<file path="src/rtl/pipe_hazard_ctrl_pkg.sv">
// pipe_hazard_ctrl_pkg: shared states, stage indices and hazard causes for the stall/flush controller
package pipe_ctrl_pkg;
  typedef enum logic [1:0] {RUN = 2'd0, LU_STALL = 2'd1, DC_WAIT = 2'd2, IC_WAIT = 2'd3} state_t;
  typedef enum logic [2:0] {CAUSE_NONE, CAUSE_IC, CAUSE_DC, CAUSE_LU, CAUSE_BR} cause_t;
  localparam int IFID = 0;
  localparam int IDEX = 1;
  localparam int EXMEM = 2;
  localparam int LU_W = 2;
endpackage

</file>
<file path="src/rtl/pipe_hazard_ctrl_if.sv">
// pipe_hazard_ctrl_if: hazard inputs and stage controls; perf ports exist only with PIPE_HAZARD_PERF_EN
interface pipe_hazard_ctrl_if #(parameter int NSTAGES = 4, parameter int REG_W = 5);
  logic ic_miss;
  logic dc_miss;
  logic [REG_W-1:0] dec_rs_a;
  logic [REG_W-1:0] dec_rs_b;
  logic dec_uses_b;
  logic ex_is_load;
  logic [REG_W-1:0] ex_rd;
  logic br_taken;
  logic pc_en;
  logic [NSTAGES-1:0] en;
  logic [NSTAGES-1:0] bubble;
  logic stall_timeout;
  logic [1:0] dbg_state;
`ifdef PIPE_HAZARD_PERF_EN
  logic perf_clr;
  logic [31:0] perf_ic, perf_dc, perf_lu, perf_br;
`endif
  modport master(
    output ic_miss, dc_miss, dec_rs_a, dec_rs_b, dec_uses_b, ex_is_load, ex_rd, br_taken,
    input pc_en, en, bubble, stall_timeout, dbg_state
`ifdef PIPE_HAZARD_PERF_EN
    , output perf_clr, input perf_ic, perf_dc, perf_lu, perf_br
`endif
  );
  modport slave(
    input ic_miss, dc_miss, dec_rs_a, dec_rs_b, dec_uses_b, ex_is_load, ex_rd, br_taken,
    output pc_en, en, bubble, stall_timeout, dbg_state
`ifdef PIPE_HAZARD_PERF_EN
    , input perf_clr, output perf_ic, perf_dc, perf_lu, perf_br
`endif
  );
endinterface

</file>
<file path="src/rtl/pipe_hazard_ctrl_stall_watchdog.sv">
// stall_watchdog: counts consecutive stalled cycles, raises a sticky timeout at MAX_STALL
module stall_watchdog #(parameter int MAX_STALL = 1023) (
  input  logic clk,
  input  logic reset,
  input  logic stall,
  output logic timeout
);
  localparam int W = $clog2(MAX_STALL + 1);
  logic [W-1:0] cnt;
  // saturating run-length counter; timeout latches on the edge the count reaches MAX_STALL
  always_ff @(posedge clk) begin
    if (reset) begin
      cnt <= '0;
      timeout <= 1'b0;
    end else begin
      cnt <= !stall ? '0 : (cnt == W'(MAX_STALL)) ? cnt : cnt + 1'b1;
      timeout <= timeout | (stall && cnt == W'(MAX_STALL - 1));
    end
  end
endmodule

</file>
<file path="src/rtl/pipe_hazard_ctrl.sv">
// pipe_hazard_ctrl: stall/flush sequencer for the in-order core; PIPE_HAZARD_PERF_EN adds cause counters
module pipe_hazard_ctrl
  import pipe_ctrl_pkg::*;
#(
  parameter int NSTAGES = 4,
  parameter int REG_W = 5,
  parameter int LOAD_USE_CYCLES = 1,
  parameter int MAX_STALL = 1023
) (
  input logic clk,
  input logic reset,
  pipe_hazard_ctrl_if.slave bus
);
  localparam logic [REG_W-1:0] R0 = '0;
  state_t state, state_nx;
  cause_t cause;
  logic [LU_W-1:0] lu_cnt, lu_cnt_nx;
  logic [NSTAGES-1:0] en_v, bubble_v;
  logic pc_en_v, lu_det, lu_pend;
  assign lu_det = bus.ex_is_load && bus.ex_rd != R0 &&
                  (bus.ex_rd == bus.dec_rs_a || (bus.dec_uses_b && bus.ex_rd == bus.dec_rs_b));
  // a non-zero count means load-use bubbles are still owed, even across a D-cache wait
  assign lu_pend = lu_cnt != '0;
  assign cause = bus.dc_miss ? CAUSE_DC : bus.br_taken ? CAUSE_BR :
                 (lu_det || lu_pend) ? CAUSE_LU : bus.ic_miss ? CAUSE_IC : CAUSE_NONE;
  // stage controls and next state from the winning hazard; reset forces every stage to load a NOP
  always_comb begin
    en_v = '1;
    bubble_v = '0;
    pc_en_v = 1'b1;
    state_nx = RUN;
    lu_cnt_nx = lu_cnt;
    if (reset) begin
      bubble_v = '1;
      pc_en_v = 1'b0;
      lu_cnt_nx = '0;
    end else begin
      case (cause)
        CAUSE_DC: begin
          en_v = '0;
          pc_en_v = 1'b0;
          state_nx = DC_WAIT;
        end
        CAUSE_BR: begin
          bubble_v[IFID] = 1'b1;
          bubble_v[IDEX] = 1'b1;
          lu_cnt_nx = '0;
        end
        CAUSE_LU: begin
          en_v[IFID] = 1'b0;
          pc_en_v = 1'b0;
          bubble_v[IDEX] = 1'b1;
          lu_cnt_nx = lu_pend ? lu_cnt - LU_W'(1) : LU_W'(LOAD_USE_CYCLES - 1);
          state_nx = lu_cnt_nx != '0 ? LU_STALL : RUN;
        end
        CAUSE_IC: begin
          pc_en_v = 1'b0;
          bubble_v[IFID] = 1'b1;
          state_nx = IC_WAIT;
        end
        default: ;
      endcase
    end
  end
  // state and load-use count registers; reset values come through the next-state logic
  always_ff @(posedge clk) begin
    state <= state_nx;
    lu_cnt <= lu_cnt_nx;
  end
  assign bus.en = en_v;
  assign bus.bubble = bubble_v;
  assign bus.pc_en = pc_en_v;
  assign bus.dbg_state = state;
  stall_watchdog #(.MAX_STALL(MAX_STALL)) u_wd (
    .clk(clk),
    .reset(reset),
    .stall(!pc_en_v),
    .timeout(bus.stall_timeout)
  );
`ifdef PIPE_HAZARD_PERF_EN
  // per-cause cycle counters; clear wins over an increment in the same cycle
  always_ff @(posedge clk) begin
    if (reset || bus.perf_clr) begin
      bus.perf_ic <= '0;
      bus.perf_dc <= '0;
      bus.perf_lu <= '0;
      bus.perf_br <= '0;
    end else begin
      bus.perf_ic <= bus.perf_ic + 32'(cause == CAUSE_IC);
      bus.perf_dc <= bus.perf_dc + 32'(cause == CAUSE_DC);
      bus.perf_lu <= bus.perf_lu + 32'(cause == CAUSE_LU);
      bus.perf_br <= bus.perf_br + 32'(cause == CAUSE_BR);
    end
  end
`endif
endmodule

</file>
<file path="src/flat_wrapper.sv">
// flat-port wrapper written by rule: the top's interface ports become plain ports
module pipe_hazard_ctrl_flat import pipe_ctrl_pkg::*;
#(
  parameter int NSTAGES = 4,
  parameter int REG_W = 5,
  parameter int LOAD_USE_CYCLES = 1,
  parameter int MAX_STALL = 1023
)
  (clk, reset, bus_ic_miss, bus_dc_miss, bus_dec_rs_a, bus_dec_rs_b, bus_dec_uses_b, bus_ex_is_load, bus_ex_rd, bus_br_taken, bus_pc_en, bus_en, bus_bubble, bus_stall_timeout, bus_dbg_state);
  pipe_hazard_ctrl_if #(.NSTAGES(NSTAGES), .REG_W(REG_W)) bus_i ();
  input logic clk;
  input logic reset;
  input wire logic [$bits(bus_i.ic_miss)-1:0] bus_ic_miss;
  input wire logic [$bits(bus_i.dc_miss)-1:0] bus_dc_miss;
  input wire logic [$bits(bus_i.dec_rs_a)-1:0] bus_dec_rs_a;
  input wire logic [$bits(bus_i.dec_rs_b)-1:0] bus_dec_rs_b;
  input wire logic [$bits(bus_i.dec_uses_b)-1:0] bus_dec_uses_b;
  input wire logic [$bits(bus_i.ex_is_load)-1:0] bus_ex_is_load;
  input wire logic [$bits(bus_i.ex_rd)-1:0] bus_ex_rd;
  input wire logic [$bits(bus_i.br_taken)-1:0] bus_br_taken;
  output wire logic [$bits(bus_i.pc_en)-1:0] bus_pc_en;
  output wire logic [$bits(bus_i.en)-1:0] bus_en;
  output wire logic [$bits(bus_i.bubble)-1:0] bus_bubble;
  output wire logic [$bits(bus_i.stall_timeout)-1:0] bus_stall_timeout;
  output wire logic [$bits(bus_i.dbg_state)-1:0] bus_dbg_state;
  assign bus_i.ic_miss = bus_ic_miss;
  assign bus_i.dc_miss = bus_dc_miss;
  assign bus_i.dec_rs_a = bus_dec_rs_a;
  assign bus_i.dec_rs_b = bus_dec_rs_b;
  assign bus_i.dec_uses_b = bus_dec_uses_b;
  assign bus_i.ex_is_load = bus_ex_is_load;
  assign bus_i.ex_rd = bus_ex_rd;
  assign bus_i.br_taken = bus_br_taken;
  assign bus_pc_en = bus_i.pc_en;
  assign bus_en = bus_i.en;
  assign bus_bubble = bus_i.bubble;
  assign bus_stall_timeout = bus_i.stall_timeout;
  assign bus_dbg_state = bus_i.dbg_state;
  pipe_hazard_ctrl #(.NSTAGES(NSTAGES), .REG_W(REG_W), .LOAD_USE_CYCLES(LOAD_USE_CYCLES), .MAX_STALL(MAX_STALL)) u_core (.clk(clk), .reset(reset), .bus(bus_i));
endmodule
</file>
<file path="config.mk">
export PLATFORM = sky130hd
export DESIGN_NAME = pipe_hazard_ctrl_flat
export DESIGN_NICKNAME = d
export VERILOG_FILES = /design/src/rtl/pipe_hazard_ctrl_pkg.sv /design/src/rtl/pipe_hazard_ctrl_if.sv /design/src/rtl/pipe_hazard_ctrl_stall_watchdog.sv /design/src/rtl/pipe_hazard_ctrl.sv /design/src/flat_wrapper.sv
export SDC_FILE = /design/constraint.sdc
export NUM_CORES = 1
export LEC_CHECK = 0
export ABC_AREA = 1
export BUFFER_PORTS_ARGS = -buffer_cell sky130_fd_sc_hd__buf_2
export CORE_MARGIN = 8
export CORE_UTILIZATION = 50
export CTS_CLUSTER_SIZE = 14
export DETAILED_ROUTE_END_ITERATION = 16
export PLACE_DENSITY = 0.83
export SETUP_SLACK_MARGIN = 0.2
export SYNTH_ARGS = -nofsm -noshare
export SYNTH_HDL_FRONTEND = slang
export SYNTH_SLANG_ARGS = --single-unit
</file>
<file path="constraint.sdc">
create_clock -name clk -period 3.7 [get_ports clk]
set_input_delay 0.185 -clock clk [delete_from_list [all_inputs] [get_ports clk]]
set_output_delay 0.185 -clock clk [all_outputs]
set_load 0.02 [all_outputs]
</file>
==> flow_metrics.py, run 1 <==
metrics = {
    "clock_network": {
        "clk-insertion-delay-late_ns": 0.28,
        "cts_buffers": 3,
        "cts_setup_buffers": 0,
        "numClockSinks": 15,
        "clkTransAtPathRegs_ns": 0.08,
        "ctsResizeCount": 0,
        "cts_root_buffer": "clkbuf_4",
        "cts_buffer_depth": 2,
        "postCtsHoldBufs": 0,
        "htree_levels": 1,
        "tritoncts": "built",
    },
    "worst_setup_path": {
        "critPathRequiredTime_ns": 3.51,
        "crit_path_max_fanout": 4,
        "arrival_ns": 1.35,
        "critPathKind": "reg -> out",
        "critPathCaptureType": "output port",
        "r2r_slack_ns": 2.17,
        "start_kind": "flip-flop",
    },
    "sta": {
        "clock_skew_ns": 0.00237,
        "setup_violations": 0,
        "period_needed_ns": 1.54,
        "finalCritPeriodShare": 0.415,
        "setup_ws_ns": 2.16,
        "slew_violations": 0,
        "fin_setup_tns_ns": 0,
        "rsz0062_at_grt": "false",
        "finalHoldViolCount": 0,
        "slew_headroom": 0.716,
        "worst_pin_slew_ns": 0.426,
        "max_freq_ghz": 0.651,
    },
    "die": {
        "rows": 16,
        "dieArea_um2": 3810,
        "die_w_um": 61.7,
        "ios": 34,
        "start_util": 0.533,
        "die_y_um": 61.7,
        "coreArea_um2": 1960,
    },
    "grt": {
        "grt_pass1_wl_um": 3800,
        "antenna_found_initial": 0,
        "grt_pass1_vias": 992,
        "grt.overflow.total": 0,
        "track_usage": 0.127,
        "grt_max_degree": 11,
    },
    "placement": {
        "post-place-cells": 212,
        "port_buffers": 33,
        "gp_congestion": 0.892,
        "placed_cell_area_um2": 1210,
        "hpwlAfterDp_um": 1830,
        "place_ws_ns": 2.22,
    },
    "drt": {
        "via_count": 1026,
        "remaining_drc_errors": 0,
        "drt-pass1-iter-count": 4,
        "drt_iter0_markers": 35,
        "antenna_left": 0,
        "drt-total-wl_um": 2190,
        "routed_via_density": 4.75,
        "wl_per_cell_um": 10.2,
    },
    "min_path": {
        "worstHoldPathType": "in -> reg",
    },
    "status": {
        "status": "finished, final reports clean",
    },
    "cells_and_area": {
        "final_cells": 216,
        "regArea_um2": 300,
        "drive_gt1_frac": 0.339,
        "multi_input_area_um2": 613,
        "final_area_um2": 1240,
        "diodes": 0,
        "fin_nets": 214,
        "fill_cells": 200,
        "syn_to_final_growth_pct": 18.7,
    },
    "synth": {
        "ys_warn_count": 0,
        "yosys-top-cells-count": "nand2_1, inv_1, dfxtp_1",
        "synth_cells": 156,
        "syn_area_um2": 1040,
        "syn_nets": 180,
        "yosysTopAreaCell": "dfxtp_1",
        "synth_top_area_share": 0.287,
        "yosysMostFrequentCell": "nand2_1",
        "synth_seq_area_share": 0.287,
        "async_flop_share": 0,
        "synth_edf_count": 0,
        "ys_ff_latch": 15,
        "synthFlopType": "dfxtp_1",
        "avgSynthCellArea_um2": 6.70,
        "synthTopCellsByArea": "dfxtp_1, nand2_1, nor2_2",
        "synth_cell_type_count": 23,
    },
    "power": {
        "ir_drop_v": 0.000229,
        "p_per_area_nw_per_um2": 264,
        "leakagePower_uw": 0.000633,
    },
    "job": {
        "cap_violations": 0,
    },
}
[metal layers]
layer | GRT usage | vias to the layer above | part of all wire
li1 | - | 543 | -
met1 | 0.140 | 453 | 0.43
met2 | 0.230 | 28 | 0.47
met3 | 0.0370 | 2 | 0.093
met4 | 0.0292 | 0 | 0.0032
met5 | 0 | - | 0
[through the flow]
step | hold WS (ns) | utilization | power [µW]
2_1_floorplan | 0.254 | - | 218
3_3_place_gp | 0.423 | 0.619 | 240
3_5_place_dp | 0.430 | 0.619 | 242
4_1_cts | 0.135 | 0.632 | 332
5_1_grt | 0.163 | 0.632 | 349
6_report | 0.137 | 0.632 | 327
[where the power goes]
part           total [µW]  switching, µW  internal [µW]
sequential            166           1.61            164
clock                89.0           47.2           41.8
combinational        72.5           45.1           27.4
total                 327           93.9            233
[cells by family (layout without fill, tap and decap cells)]
logic type | count (synthesis) | in the layout | share of synthesized area
flip-flops | 15 | 15 | 0.287
AND/OR/NAND/NOR | 87 | 87 | 0.431
XOR/XNOR | 7 | 7 | 0.0587
buffers and inverters | 31 | 64 | 0.126
adder cells (fa/ha/maj) | 2 | 2 | 0.0239
AO/OA/AOI/OAI | 14 | 14 | 0.0731
[layout by cell type, fill, tap and decap left out, drive strengths merged]
| cell type | instances |
|---|---|
| inv | 25 |
| nand2 | 48 |
| a31o | 1 |
| o21a | 1 |
| o21ai | 5 |
| xnor2 | 3 |
| clkbuf | 4 |
| nor2 | 23 |
| xor2 | 4 |
| nor3b | 1 |
| nand4 | 4 |
| buf | 33 |
| nor4 | 1 |
| clkinv | 2 |
| ha | 2 |
| dfxtp | 15 |
| a21oi | 7 |
| nand3 | 10 |
[path summary, 6_finish.rpt]
kind | from | end | cells past startpoint
worst max-delay path | u_core.lu_cnt[1]$_SDFFE_PP0P_ | bus_pc_en | 6
worst min-delay path | reset | u_core.bus.dbg_state[0]$_SDFF_PP0_ | 2
worst max register to register | u_core.u_wd.cnt[1]$_SDFFE_PP0P_ | u_core.u_wd.cnt[6]$_SDFFE_PP0P_ | 8
worst min register to register | u_core.u_wd.timeout$_SDFF_PP0_ | u_core.u_wd.timeout$_SDFF_PP0_ | 2
[area by class of cell]
class / instances / area share
multi-input combinational: 110 / 0.494
sequential: 15 / 0.242
clock buffer: 4 / 0.0212
timing repair buffer: 33 / 0.133
tap: 27 / 0.0272
inverter: 27 / 0.0817
[sequential cells by signal, summed over array words and instances, names as in the netlist]
| signal | cells |
|---|---|
| u_core.bus.dbg_state | 2 |
| u_core.lu_cnt | 2 |
| u_core.u_wd.timeout | 1 |
| u_core.u_wd.cnt | 10 |
[critical path, cell delays in order, from the launching register on]
cell	delay (ns)
dfxtp_1	0.34
nor2_1	0.22
nand2_4	0.09
nand2_4	0.10
nand2_8	0.07
nor2_1	0.09
buf_2	0.17
No activity file was read; power rests on OpenSTA's default activity.
==> inputs of run 2 (changes only) <==
Settings changed: CORE_UTILIZATION 50 to 49, PLACE_DENSITY 0.83 to 0.82.
Clock period 3.7 ns to 1.57 ns, I/O delays scaled along.
==> run 2 against run 1 <==
  * Global-route usage shrank 0.47 points
  * Clock power grew 150%
  * Core utilization grew 5.2 points
  * Final cell count grew 2.3%
  * Non-clock buffer count grew 5
  * Highest routed layer unchanged
  * Critical endpoint is now u_core.u_wd.cnt[6]$_SDFFE_PP0P_
  * Worst setup slack lost 1.9 ns
  * Die area grew 1.5%
  * Hold slack lost 0.075 ns
  * Critical path type is now reg -> reg
  * Sequential share of layout area shrank 0.67 points
  * Largest power group unchanged
==> flow_metrics.py, run 2 (synthesized netlist as in run 1, its figures left out) <==
metrics = {
    "status": {
        "status": "finished, final reports clean",
    },
    "sta": {
        "finalHoldViolCount": 0,
        "slew_violations": 0,
        "rsz0062_at_grt": "true",
        "period_needed_ns": 1.33,
        "fin_setup_tns_ns": 0,
        "setup_violations": 0,
        "worst_pin_slew_ns": 0.491,
        "clock_skew_ns": 0.00433,
        "worst_hold_slack_ns": 0.0626,
        "slew_headroom": 0.671,
        "max_freq_ghz": 0.754,
        "finalCritPeriodShare": 0.844,
    },
    "cells_and_area": {
        "fill_cells": 167,
        "syn_to_final_growth_pct": 29.7,
        "regArea_um2": 319,
        "largest_register": "u_core.u_wd.cnt",
        "largest_reg_flops": 10,
        "final_area_um2": 1360,
        "final_common_cell": "nand2_1",
        "drive_gt1_frac": 0.428,
        "multi_input_area_um2": 659,
        "most-common-layout-cells": "nand2_1, buf_2, inv_1",
        "fin_nets": 219,
        "diodes": 0,
        "finish.utilization": 0.684,
    },
    "die": {
        "coreArea_um2": 1980,
        "dieArea_um2": 3870,
        "ios": 34,
        "start_util": 0.527,
        "rows": 16,
        "die_w_um": 62.2,
        "die_y_um": 62.2,
    },
    "min_path": {
        "min_from": "reset",
        "holdPathStages": 2,
        "holdPathEnd": "u_core.bus.dbg_state[0]$_SDFF_PP0_",
        "worstHoldPathType": "in -> reg",
    },
    "clock_network": {
        "clkTransAtPathRegs_ns": 0.09,
        "clk-insertion-delay-late_ns": 0.29,
        "tritoncts": "built",
        "htree_levels": 1,
        "cts_root_buffer": "clkbuf_4",
        "cts_buffer_depth": 2,
        "numClockSinks": 15,
        "cts_buffers": 3,
    },
    "worst_setup_path": {
        "critPathTopFamily": "simple AND/OR/NAND/NOR gates",
        "path_cells": "ha_4, nand2_2, nor2_2, nand2_2, nand3_2, nor2_1, xnor2_1, nor2_2",
        "rr_endpoint": "u_core.u_wd.cnt[6]$_SDFFE_PP0P_",
        "arrival_ns": 1.51,
        "max_stage_delay_ns": 0.38,
        "start_kind": "flip-flop",
        "critPathRequiredTime_ns": 1.75,
        "critPathKind": "reg -> reg",
        "path_buf_inv": 0,
        "r2r_cells": 8,
        "critPathCaptureType": "flip-flop",
        "crit_path_max_fanout": 6,
        "r2r_slack_ns": 0.24,
        "slowest_stage": "dfxtp_4",
        "worstReg2RegStart": "u_core.u_wd.cnt[1]$_SDFFE_PP0P_",
    },
    "drt": {
        "drt_iter0_markers": 28,
        "drt-pass1-iter-count": 4,
        "remaining_drc_errors": 0,
        "via_count": 1053,
        "drt-total-wl_um": 2400,
        "wl_per_cell_um": 10.9,
        "routed_via_density": 4.76,
        "antenna_left": 0,
    },
    "power": {
        "leakagePower_uw": 0.000659,
        "ir_drop_v": 0.000679,
        "p_per_area_nw_per_um2": 584,
    },
    "grt": {
        "grt_pass1_vias": 1025,
        "grt_max_degree": 11,
        "antenna_found_initial": 0,
        "grt_pass1_wl_um": 4110,
        "grt.overflow.total": 0,
        "track_usage": 0.122,
    },
    "placement": {
        "hpwlAfterDp_um": 1830,
        "port_buffers": 33,
        "gp_congestion": 0.846,
        "placed_cell_area_um2": 1220,
    },
    "job": {
        "cap_violations": 0,
    },
}
==> run 2: how the worst max path moves through the flow <==
| stage | start | depth (start not counted) | endpoint |
|---|---|---|---|
| floorplan | u_core.u_wd.cnt[1]$_SDFFE_PP0P_ | 8 | u_core.u_wd.cnt[6]$_SDFFE_PP0P_ |
| global placement | u_core.u_wd.cnt[1]$_SDFFE_PP0P_ | 8 | u_core.u_wd.cnt[6]$_SDFFE_PP0P_ |
| detailed placement | u_core.u_wd.cnt[1]$_SDFFE_PP0P_ | 8 | u_core.u_wd.cnt[6]$_SDFFE_PP0P_ |
| CTS | u_core.lu_cnt[1]$_SDFFE_PP0P_ | 6 | bus_pc_en |
| global route | u_core.u_wd.cnt[2]$_SDFFE_PP0P_ | 8 | u_core.u_wd.cnt[4]$_SDFFE_PP0P_ |
| finish | u_core.u_wd.cnt[1]$_SDFFE_PP0P_ | 8 | u_core.u_wd.cnt[6]$_SDFFE_PP0P_ |
==> run 2: area by class of cell <==
cell class,instances,share of cell area
Clock buffer,4,0.0194
Timing Repair Buffer,38,0.159
Inverter,27,0.0748
Multi-Input combinational cell,110,0.487
Tap cell,27,0.0249
Sequential cell,15,0.235
==> run 2: power breakdown <==
group,internal [µW],total [µW],switching [µW],leakage [µW]
Combinational,71.9,184,112,0.000517
Sequential,383,388,5.28,0.000127
Clock,98.8,219,120,0.0000150
Total,554,791,238,0.000659
==> run 2: through the flow <==
stage               cells  total power (µW)  setup slack, ns
floorplan             156               514            0.242
global placement      213               568            0.176
detailed placement    213               573            0.123
CTS                   219               798            0.205
global route          221               846            0.163
finish                221               791            0.244
==> run 2: timing repair <==
item                                    CTS  global route
endpoints found under the setup margin    8             8
pin swaps                                 5             8
resized for setup                         8            17
setup buffers                             2             2
hold buffers                              0             0
gates cloned                              0             0
==> run 2: routing by layer <==
layer,routed length [µm],vias to the layer above,GRT usage
li1,-,556,-
met1,956,470,0.118
met2,1270,25,0.235
met3,170,2,0.0520
met4,8,0,0.0175
met5,0,-,0
